**src/rtl/gaplus_boot_ctrl.sv**
```systemverilog
// Boot/reset sequencer for FPGA_GAPLUS: holds the OSD request after power-on,
// gates data_io ROM writes into the core, and holds core reset until a complete image has settled.
module gaplus_boot_ctrl #(
    parameter int POR_CYCLES    = 65535,
    parameter int SETTLE_CYCLES = 1024,
    parameter int ADDR_W        = 18,
    parameter int EXPECT_BYTES  = 196608
) (
    input  logic              clk_sys,
    input  logic              reset,
    input  logic              ioctl_download,
    input  logic              ioctl_wr,
    input  logic [ADDR_W-1:0] ioctl_addr,
    input  logic [7:0]        ioctl_dout,
    input  logic              user_reset,
    output logic              core_reset,
    output logic              rom_we,
    output logic [ADDR_W-1:0] rom_addr,
    output logic [7:0]        rom_data,
    output logic              osd_req,
    output logic              rom_ok,
    output logic              rom_err,
    output logic              led_n
);

    localparam logic [2:0] ST_POR    = 3'd0;
    localparam logic [2:0] ST_NOROM  = 3'd1;
    localparam logic [2:0] ST_LOAD   = 3'd2;
    localparam logic [2:0] ST_SETTLE = 3'd3;
    localparam logic [2:0] ST_RUN    = 3'd4;

    localparam int PW = (POR_CYCLES > 1) ? $clog2(POR_CYCLES) : 1;
    localparam int SW = (SETTLE_CYCLES > 1) ? $clog2(SETTLE_CYCLES) : 1;
    localparam int BW = $clog2(EXPECT_BYTES + 1);

    localparam logic [PW-1:0]   POR_LAST    = PW'(POR_CYCLES - 1);
    localparam logic [SW-1:0]   SETTLE_LAST = SW'(SETTLE_CYCLES - 1);
    localparam logic [BW-1:0]   BYTES_FULL  = BW'(EXPECT_BYTES);
    localparam logic [ADDR_W:0] ADDR_LIM    = (ADDR_W + 1)'(EXPECT_BYTES);

    logic [2:0]        state_r;
    logic [2:0]        state_s;
    logic [PW-1:0]     por_cnt_r;
    logic [SW-1:0]     settle_cnt_r;
    logic [BW-1:0]     byte_cnt_r;
    logic [BW-1:0]     byte_base_s;
    logic [BW-1:0]     byte_cnt_s;
    logic              accept_s;
    logic              load_entry_s;
    logic              load_done_s;
    logic              core_reset_r;
    logic              rom_we_r;
    logic [ADDR_W-1:0] rom_addr_r;
    logic [7:0]        rom_data_r;
    logic              osd_req_r;
    logic              rom_ok_r;
    logic              rom_err_r;
    logic              led_n_r;

    // Write acceptance and byte counting; the last LOAD cycle accepts a strobe that coincides with download falling.
    always_comb begin
        accept_s     = ioctl_wr && ({1'b0, ioctl_addr} < ADDR_LIM) &&
                       (ioctl_download || (state_r == ST_LOAD));
        load_entry_s = ioctl_download && (state_r != ST_LOAD);
        load_done_s  = (state_r == ST_LOAD) && !ioctl_download;
        if (load_entry_s) begin
            byte_base_s = '0;
        end else begin
            byte_base_s = byte_cnt_r;
        end
        if (accept_s && (byte_base_s != BYTES_FULL)) begin
            byte_cnt_s = byte_base_s + 1'b1;
        end else begin
            byte_cnt_s = byte_base_s;
        end
    end

    // Next-state selection; a download request always wins.
    always_comb begin
        state_s = state_r;
        case (state_r)
            ST_POR: begin
                if (ioctl_download) begin
                    state_s = ST_LOAD;
                end else if (por_cnt_r == POR_LAST) begin
                    state_s = ST_NOROM;
                end else begin
                    state_s = ST_POR;
                end
            end
            ST_NOROM: begin
                if (ioctl_download) begin
                    state_s = ST_LOAD;
                end else begin
                    state_s = ST_NOROM;
                end
            end
            ST_LOAD: begin
                if (ioctl_download) begin
                    state_s = ST_LOAD;
                end else if (byte_cnt_s == BYTES_FULL) begin
                    state_s = ST_SETTLE;
                end else begin
                    state_s = ST_NOROM;
                end
            end
            ST_SETTLE: begin
                if (ioctl_download) begin
                    state_s = ST_LOAD;
                end else if (!user_reset && (settle_cnt_r == SETTLE_LAST)) begin
                    state_s = ST_RUN;
                end else begin
                    state_s = ST_SETTLE;
                end
            end
            ST_RUN: begin
                if (ioctl_download) begin
                    state_s = ST_LOAD;
                end else if (user_reset) begin
                    state_s = ST_SETTLE;
                end else begin
                    state_s = ST_RUN;
                end
            end
            default: state_s = ST_POR;
        endcase
    end

    // State, counters and registered outputs.
    always_ff @(posedge clk_sys or posedge reset) begin
        if (reset) begin
            state_r      <= ST_POR;
            por_cnt_r    <= '0;
            settle_cnt_r <= '0;
            byte_cnt_r   <= '0;
            core_reset_r <= 1'b1;
            rom_we_r     <= 1'b0;
            rom_addr_r   <= '0;
            rom_data_r   <= 8'h00;
            osd_req_r    <= 1'b0;
            rom_ok_r     <= 1'b0;
            rom_err_r    <= 1'b0;
            led_n_r      <= 1'b1;
        end else begin
            state_r    <= state_s;
            byte_cnt_r <= byte_cnt_s;
            // The POR count only advances once the request is visible, so it is held for POR_CYCLES clocks.
            if ((state_r == ST_POR) && osd_req_r && (por_cnt_r != POR_LAST)) begin
                por_cnt_r <= por_cnt_r + 1'b1;
            end else begin
                por_cnt_r <= por_cnt_r;
            end
            if ((state_r == ST_SETTLE) && (state_s == ST_SETTLE) && !user_reset) begin
                settle_cnt_r <= settle_cnt_r + 1'b1;
            end else begin
                settle_cnt_r <= '0;
            end
            // Rises with the decision to leave RUN, falls one clock after RUN is reached.
            core_reset_r <= (state_s != ST_RUN) || (state_r != ST_RUN);
            rom_we_r     <= accept_s;
            if (accept_s) begin
                rom_addr_r <= ioctl_addr;
                rom_data_r <= ioctl_dout;
            end else begin
                rom_addr_r <= rom_addr_r;
                rom_data_r <= rom_data_r;
            end
            osd_req_r <= (state_s == ST_POR);
            led_n_r   <= (state_s != ST_LOAD);
            if (load_entry_s) begin
                rom_ok_r  <= 1'b0;
                rom_err_r <= 1'b0;
            end else if (load_done_s) begin
                rom_ok_r  <= (byte_cnt_s == BYTES_FULL);
                rom_err_r <= (byte_cnt_s != BYTES_FULL);
            end else begin
                rom_ok_r  <= rom_ok_r;
                rom_err_r <= rom_err_r;
            end
        end
    end

    assign core_reset = core_reset_r;
    assign rom_we     = rom_we_r;
    assign rom_addr   = rom_addr_r;
    assign rom_data   = rom_data_r;
    assign osd_req    = osd_req_r;
    assign rom_ok     = rom_ok_r;
    assign rom_err    = rom_err_r;
    assign led_n      = led_n_r;

endmodule

```
**config.mk**
```make
export PLATFORM = sky130hd
export DESIGN_NAME = gaplus_boot_ctrl
export DESIGN_NICKNAME = d
export VERILOG_FILES = /design/src/rtl/gaplus_boot_ctrl.sv
export SDC_FILE = /design/constraint.sdc
export NUM_CORES = 1
export LEC_CHECK = 0
export ABC_AREA = 1
export BUFFER_PORTS_ARGS = -buffer_cell sky130_fd_sc_hd__clkbuf_2
export CORE_MARGIN = 2
export CORE_UTILIZATION = 30
export CTS_BUF_LIST = sky130_fd_sc_hd__clkbuf_4
export DETAILED_ROUTE_END_ITERATION = 16
export HOLD_SLACK_MARGIN = 0.06
export PLACE_DENSITY_LB_ADDON = 0.15
export SLEW_MARGIN = 40
export SYNTH_ARGS = -nofsm -noshare
export SYNTH_HDL_FRONTEND = slang
export SYNTH_SLANG_ARGS = --single-unit
```
**constraint.sdc**
```tcl
create_clock -name clk_sys -period 3.1 [get_ports clk_sys]
set_input_delay 0.62 -clock clk_sys [delete_from_list [all_inputs] [get_ports clk_sys]]
set_output_delay 0.62 -clock clk_sys [all_outputs]
set_load 0.05 [all_outputs]
```
==> impl_metrics.toml, run 1 <==
[timing]
worst_clock_skew_ns = 0.0166
drv_slew = 0
fmax_mhz = 356
min_period_ns = 2.81
relSlewSlack_pct = 63.2
setup_viol = 0
tightest_slew_ns = 0.547
hold_viol_final = 0
min_period_over_period_pct = 90.7
tns_ns = 0

[worst_setup_path]
crit_chain = "inv_1 > nor3_2 > inv_1 > ha_4 > inv_8 > buf_12 > nand2_4 > ha_1 > nand2_1 > nor2_1 > nand2_1 > nor2_1 > nand2_2 > buf_4 > nand4_1 > nand2_1 > inv_1 > nor2_2 > nand3_2 > nand2_1 > nand2_2 > nand3_1 > nor2_1"
crit_end = "osd_req"
cp-startpoint = "state_r[1]"
rr_endpoint = "osd_req"
max_stage_delay_ns = 0.36
startpoint_type = "flop"
crit_type = "flop to flop"
crit_path_frequent_cell = "nand2_1"
cp_slowest_cell = "dfrtp_1"
crit_fanout = 23
arrival_ns = 3.16
timing.rr.start = "state_r[1]"
rrSetupSlack_ns = 0.29
end_kind = "flop"
required_ns = 3.45
worstRegToRegCells = 23

[cells_and_area]
area_growth_pct = 19.7
n_antenna_cell = 0
nNetsFinal = 616
drive_above_1_share_pct = 22.7
fin_cells = 758

[placed_design]
numPortBuffers = 62
hpwlAfterDp_um = 6810
post-place-cells = 739
finalWeightedCongestion = 0.895

[logic_synthesis]
synth_compound_area_share_pct = 2.90
yosysUniqueCellTypes = 37
yosys_register_bits = 79
synth_mux_area_share_pct = 0
synth_top_family_by_area = "simple AND/OR/NAND/NOR gates"
netlist_instances = 493
synth-seq-area-share_pct = 48.8
syn_avg_cell_area_um2 = 8.23
yosys_warnings = 0
syn-cell-area_um2 = 4060
yosys.area_share.adder_pct = 2.47
synth_nets = 532
yosys.area_share.xor_xnor_pct = 5.40
synth_simple_gate_area_share_pct = 33.0

[global_routing]
grt_use_met3_pct = 3.44
grt_pass1_vias = 3318
grt_most_used_layer = "met2"
grt_overflow = 0
grt_use_total_pct = 14.0
grt_start_max_net_pins = 47
met2_usage_pct = 21.3
grt_pass1_wl_um = 16000
grtUsageMet1_pct = 18.8
antenna_found_initial = 0

[pwr]
p_seq_share_pct = 40.7
swShare_pct = 44.6
switching_power_mw = 1.49
power_mw = 3.34
pwr-share-comb_pct = 41.1
powerDensity_nw_per_um2 = 688
clkPwrFrac_pct = 18.3
intPower_mw = 1.85
vdd_drop_max_mv = 0.491
leakage_nw = 2.48

[drt]
drcViolationCount = 0
vias = 3307
ant_nets = 0
first_pass_iters = 4
wl_per_cell_um = 12.2
vias_per_cell = 4.36
drtIter0Drc = 163
drt_wl_total_um = 9270

[floorplan]
num_rows = 42
dieArea_um2 = 14500
start_util_pct = 30.6
die_w_um = 120
ioPinCount = 63
core_um2 = 13200
die_y_um = 120

[clocking]
htree_levels = 3
cts-root-buf = "clkbuf_4"
clk_pin_slew_ns = 0.13
cts_inserted_buffers = 9
clk_path_buf_depth = 2
cts_tree = "yes"
hold_buffers = 0
cts.sinks = 79
clk-insertion-delay-late_ns = 0.45

[worst_hold_path]
hold_path.class = "input port to asynchronous set/reset pin"

[status]
status = "finished clean"

[run]
drv_cap = 0
[placed cells by master, fill, tap and decap left out, types with 6 or more instances in the layout]
cell type / count
nand3_1: 34
nor2_2: 10
xnor2_1: 13
xor2_1: 12
clkbuf_2: 62
nand2_2: 6
clkbuf_4: 9
nand2_1: 149
nor3_1: 7
nor2_1: 50
nand3_2: 6
dfrtp_1: 77
ha_1: 7
o21ai_0: 8
inv_1: 56
nand4_1: 15
buf_4: 17
[Yosys cell counts, drive strengths merged]
cell	number	area share, %
a21oi	2	0.25
a221oi	1	0.22
a31oi	1	0.15
a41oi	2	0.43
and3	1	0.15
buf	4	1.1
clkbuf	4	0.37
clkinv	2	0.19
dfrtp	77	48
dfstp	2	1.3
ha	8	2.5
inv	60	5.7
nand2	157	15
nand3	40	5.7
nand3b	3	0.56
nand4	16	2.6
nor2	65	7.4
nor3	8	0.99
nor3b	1	0.19
nor4	1	0.15
o21ai	9	1.1
o21bai	2	0.37
o22a	1	0.22
o22ai	1	0.15
xnor2	13	2.8
xor2	12	2.6
[stage by stage]
step	cell area (µm²)	worst slack, ns	util (%)	hold WS, ns
2_1_floorplan	4060	0.242	-	0.445
3_3_place_gp	4670	0.0246	35.3	0.461
3_5_place_dp	4670	0.0179	35.3	0.468
4_1_cts	4810	0.0472	36.3	0.113
5_1_grt	4850	-0.0353	36.6	0.151
6_report	4850	0.289	36.6	0.142
[kinds of logic (layout without fill, tap and decap cells)]
logic type,after synthesis,in the layout
simple gates,292,292
flops,79,79
buf+inv,70,159
xor+xnor,25,25
compound gates,19,19
fa+ha+maj,8,8
[timing repair]
| item | in CTS | in global routing |
|---|---|---|
| resized for setup | 0 | 6 |
| buffers inserted | 0 | 3 |
| setup endpoints to repair | 0 | 6 |
[worst min-delay path by stage]
stage / startpoint / to / slack, ns
finish: reset / settle_cnt_r[1] / 0.14
global route: reset / rom_we / 0.15
CTS: reset / settle_cnt_r[1] / 0.11
detailed placement: por_cnt_r[13] / por_cnt_r[13] / 0.47
global placement: por_cnt_r[7] / por_cnt_r[7] / 0.46
floorplan: por_cnt_r[13] / por_cnt_r[13] / 0.45
[routing by layer]
| layer | vias to the layer above | share of wire [%] |
|---|---|---|
| met5 | - | 0 |
| met4 | 0 | 2.0 |
| met3 | 15 | 3.6 |
| met2 | 60 | 44 |
| met1 | 1509 | 50 |
| li1 | 1723 | - |
[final cells by class]
type	count	area, µm²
Fill cell	1402	8390
Inverter	62	245
Tap cell	176	220
Clock buffer	9	67.6
Timing Repair Buffer	81	478
Clock inverter	7	63.8
Multi-Input combinational cell	344	1800
Sequential cell	79	1980
[power groups by stage]
stage / clock, mW / sequential [mW] / combinational [mW]
6_report: 0.611 / 1.36 / 1.37
5_1_grt: 0.688 / 1.39 / 1.49
4_1_cts: 0.648 / 1.36 / 1.36
3_5_place_dp: 0 / 1.38 / 1.36
3_3_place_gp: 0 / 1.38 / 1.36
2_1_floorplan: 0 / 1.85 / 0.515
[worst max-delay path: cells and delay by family (launching register included)]
family	cells	cell delay (ns)
adders and majority gates	2	0.42
DFF	1	0.36
and+or+nand+nor	15	1.34
buffers and inverters	6	0.59
[flip-flops by register name, indices dropped and copies added, names as in the netlist]
signal,flops
byte_cnt_r,18
rom_we,1
osd_req,1
core_reset,1
rom_addr,18
por_cnt_r,16
rom_ok,1
led_n,1
settle_cnt_r,10
rom_data,8
state_r,3
rom_err,1
Note: power is estimated with default switching activity, not from simulation.
==> run 2: changes to the inputs <==
- BUFFER_PORTS_ARGS: -buffer_cell sky130_fd_sc_hd__clkbuf_2 -> -buffer_cell sky130_fd_sc_hd__buf_2
- GPL_TIMING_DRIVEN: default -> 0
==> run 2 against run 1 <==
Critical path type unchanged. Critical path depth rose by 1. Sequential share of layout area fell by 0.38 points. Die area did not move. Combinational power rose by 4%. Global-route usage fell by 0.16 points. Worst setup slack got worse by 0.042 ns. Via count rose by 1.8%. Highest routed layer unchanged.
==> impl_metrics.toml, run 2 (synthesized netlist as in run 1, its figures left out) <==
[cells_and_area]
drive_above_1_share_pct = 25.3
area_growth_pct = 21.0
postLayoutCoreUtil_pct = 37.0
layout_commonest_cell = "nand2_1"
nNetsFinal = 616
most-common-layout-cells = "nand2_1, dfrtp_1, buf_2"

[pwr]
swShare_pct = 44.1
vdd_drop_max_mv = 0.476
leakage_nw = 2.46
switching_power_mw = 1.50
intPower_mw = 1.90
pwr-share-comb_pct = 41.7
p_seq_share_pct = 40.0
powerDensity_nw_per_um2 = 693
clkPwrFrac_pct = 18.3

[timing]
tightest_slew_ns = 0.591
relSlewSlack_pct = 60.3
worst_clock_skew_ns = 0.0130
min_period_over_period_pct = 92.0
tns_ns = 0
drv_slew = 0
hold_viol_final = 0
grt_setup_unrepaired = "false"
finalWorstSetupSlack_ns = 0.247
setup_viol = 0
fmax_mhz = 351
min_period_ns = 2.85

[placed_design]
numPortBuffers = 62
finalWeightedCongestion = 0.845
hpwlAfterDp_um = 6680
place_ws_ns = -0.333

[run]
drv_cap = 0

[worst_setup_path]
rrSetupSlack_ns = 0.25
timing.rr.start = "state_r[1]"
startpoint_type = "flop"
rr_endpoint = "osd_req"
crit_type = "flop to flop"
required_ns = 3.44
worstRegToRegCells = 24
end_kind = "flop"
arrival_ns = 3.19
crit_fanout = 7

[drt]
first_pass_iters = 4
drt_wl_total_um = 9160
drtIter0Drc = 144
vias_per_cell = 4.44
drcViolationCount = 0
wl_per_cell_um = 12.1
ant_nets = 0
vias = 3368

[clocking]
clk_pin_slew_ns = 0.13
clk_path_buf_depth = 2
htree_levels = 3
cts_inserted_buffers = 9
clk-insertion-delay-late_ns = 0.45
cts.sinks = 79
cts_tree = "yes"
cts-root-buf = "clkbuf_4"
hold_buffers = 0

[global_routing]
grt_start_max_net_pins = 42
grtUsageMet1_pct = 18.1
grt_most_used_layer = "met2"
grt_use_total_pct = 13.9
antenna_found_initial = 1
grt_pass1_wl_um = 15900
grt_use_met3_pct = 4.20
grt_pass1_vias = 3392
grt_overflow = 0
met2_usage_pct = 21.1

[floorplan]
die_w_um = 120
ioPinCount = 63
start_util_pct = 30.6
num_rows = 42
core_um2 = 13200
dieArea_um2 = 14500
die_y_um = 120

[status]
status = "finished clean"

[worst_hold_path]
hold_path.class = "input port to asynchronous set/reset pin"
-- run 2: worst max-delay path by stage --
stage,from,to,slack [ns]
finish,state_r[1],osd_req,0.25
global route,state_r[1],osd_req,0.002
CTS,state_r[0],osd_req,0.004
detailed placement,state_r[2],osd_req,-0.33
global placement,reset,byte_cnt_r[16],-0.61
floorplan,state_r[0],osd_req,0.24
-- run 2: worst max-delay path, stage by stage (launching register included) --
cell and delay (ns):
dfrtp_1 0.39, inv_2 0.06, nor3_4 0.20, inv_2 0.06, ha_2 0.17, buf_6 0.14, inv_8 0.08, nand2_4 0.07
inv_4 0.07, ha_4 0.13, nand2_2 0.07, inv_1 0.07, nand2_2 0.08, nor2_4 0.12, nand4_1 0.16, nand2_1 0.11
nand2_1 0.08, clkinv_1 0.06, nand3_2 0.11, nor2_4 0.14, nand3_2 0.10, nand2_2 0.07, nand2_2 0.08, nand3_1 0.07
nor2_1 0.06
-- run 2: routing by layer --
metal  up-vias  wire (µm)  share of wire (%)
li1       1717          -                  -
met1      1557       4350                 47
met2        79       4090                 45
met3        15        520                5.7
met4         0        201                2.2
met5         -          0                  0
-- run 2: cell type report --
class,count,area (µm²)
diodes,1,2.50
plain buffers,8,61.3
clock buffers,11,82.6
clock inverters,4,47.5
fillers,1409,8340
inverters,62,248
multi-input cells,344,1860
flip-flops and latches,79,1980
well taps,176,220
repair buffers,73,405
-- run 2: repair_timing --
action,4_1_cts,5_1_grt
gates resized for setup,8,22
setup buffers,3,7
pin swaps,4,17
setup endpoints to repair,6,6
-- run 2: power groups by stage --
stage | Clock (mW) | Sequential (mW) | Combinational (mW)
2_1_floorplan | 0 | 1.85 | 0.515
3_3_place_gp | 0 | 1.37 | 1.30
3_5_place_dp | 0 | 1.37 | 1.31
4_1_cts | 0.655 | 1.36 | 1.37
5_1_grt | 0.700 | 1.39 | 1.55
6_report | 0.622 | 1.36 | 1.42
-- run 2: stage by stage --
step,instances,power [mW],area (µm²),hold slack (ns)
after detailed placement,732,2.68,4610,0.461
after global routing,758,3.64,4900,0.136
after floorplan,493,2.36,4060,0.445
after global placement,731,2.67,4590,0.458
after CTS,750,3.38,4800,0.134
final,758,3.40,4900,0.153
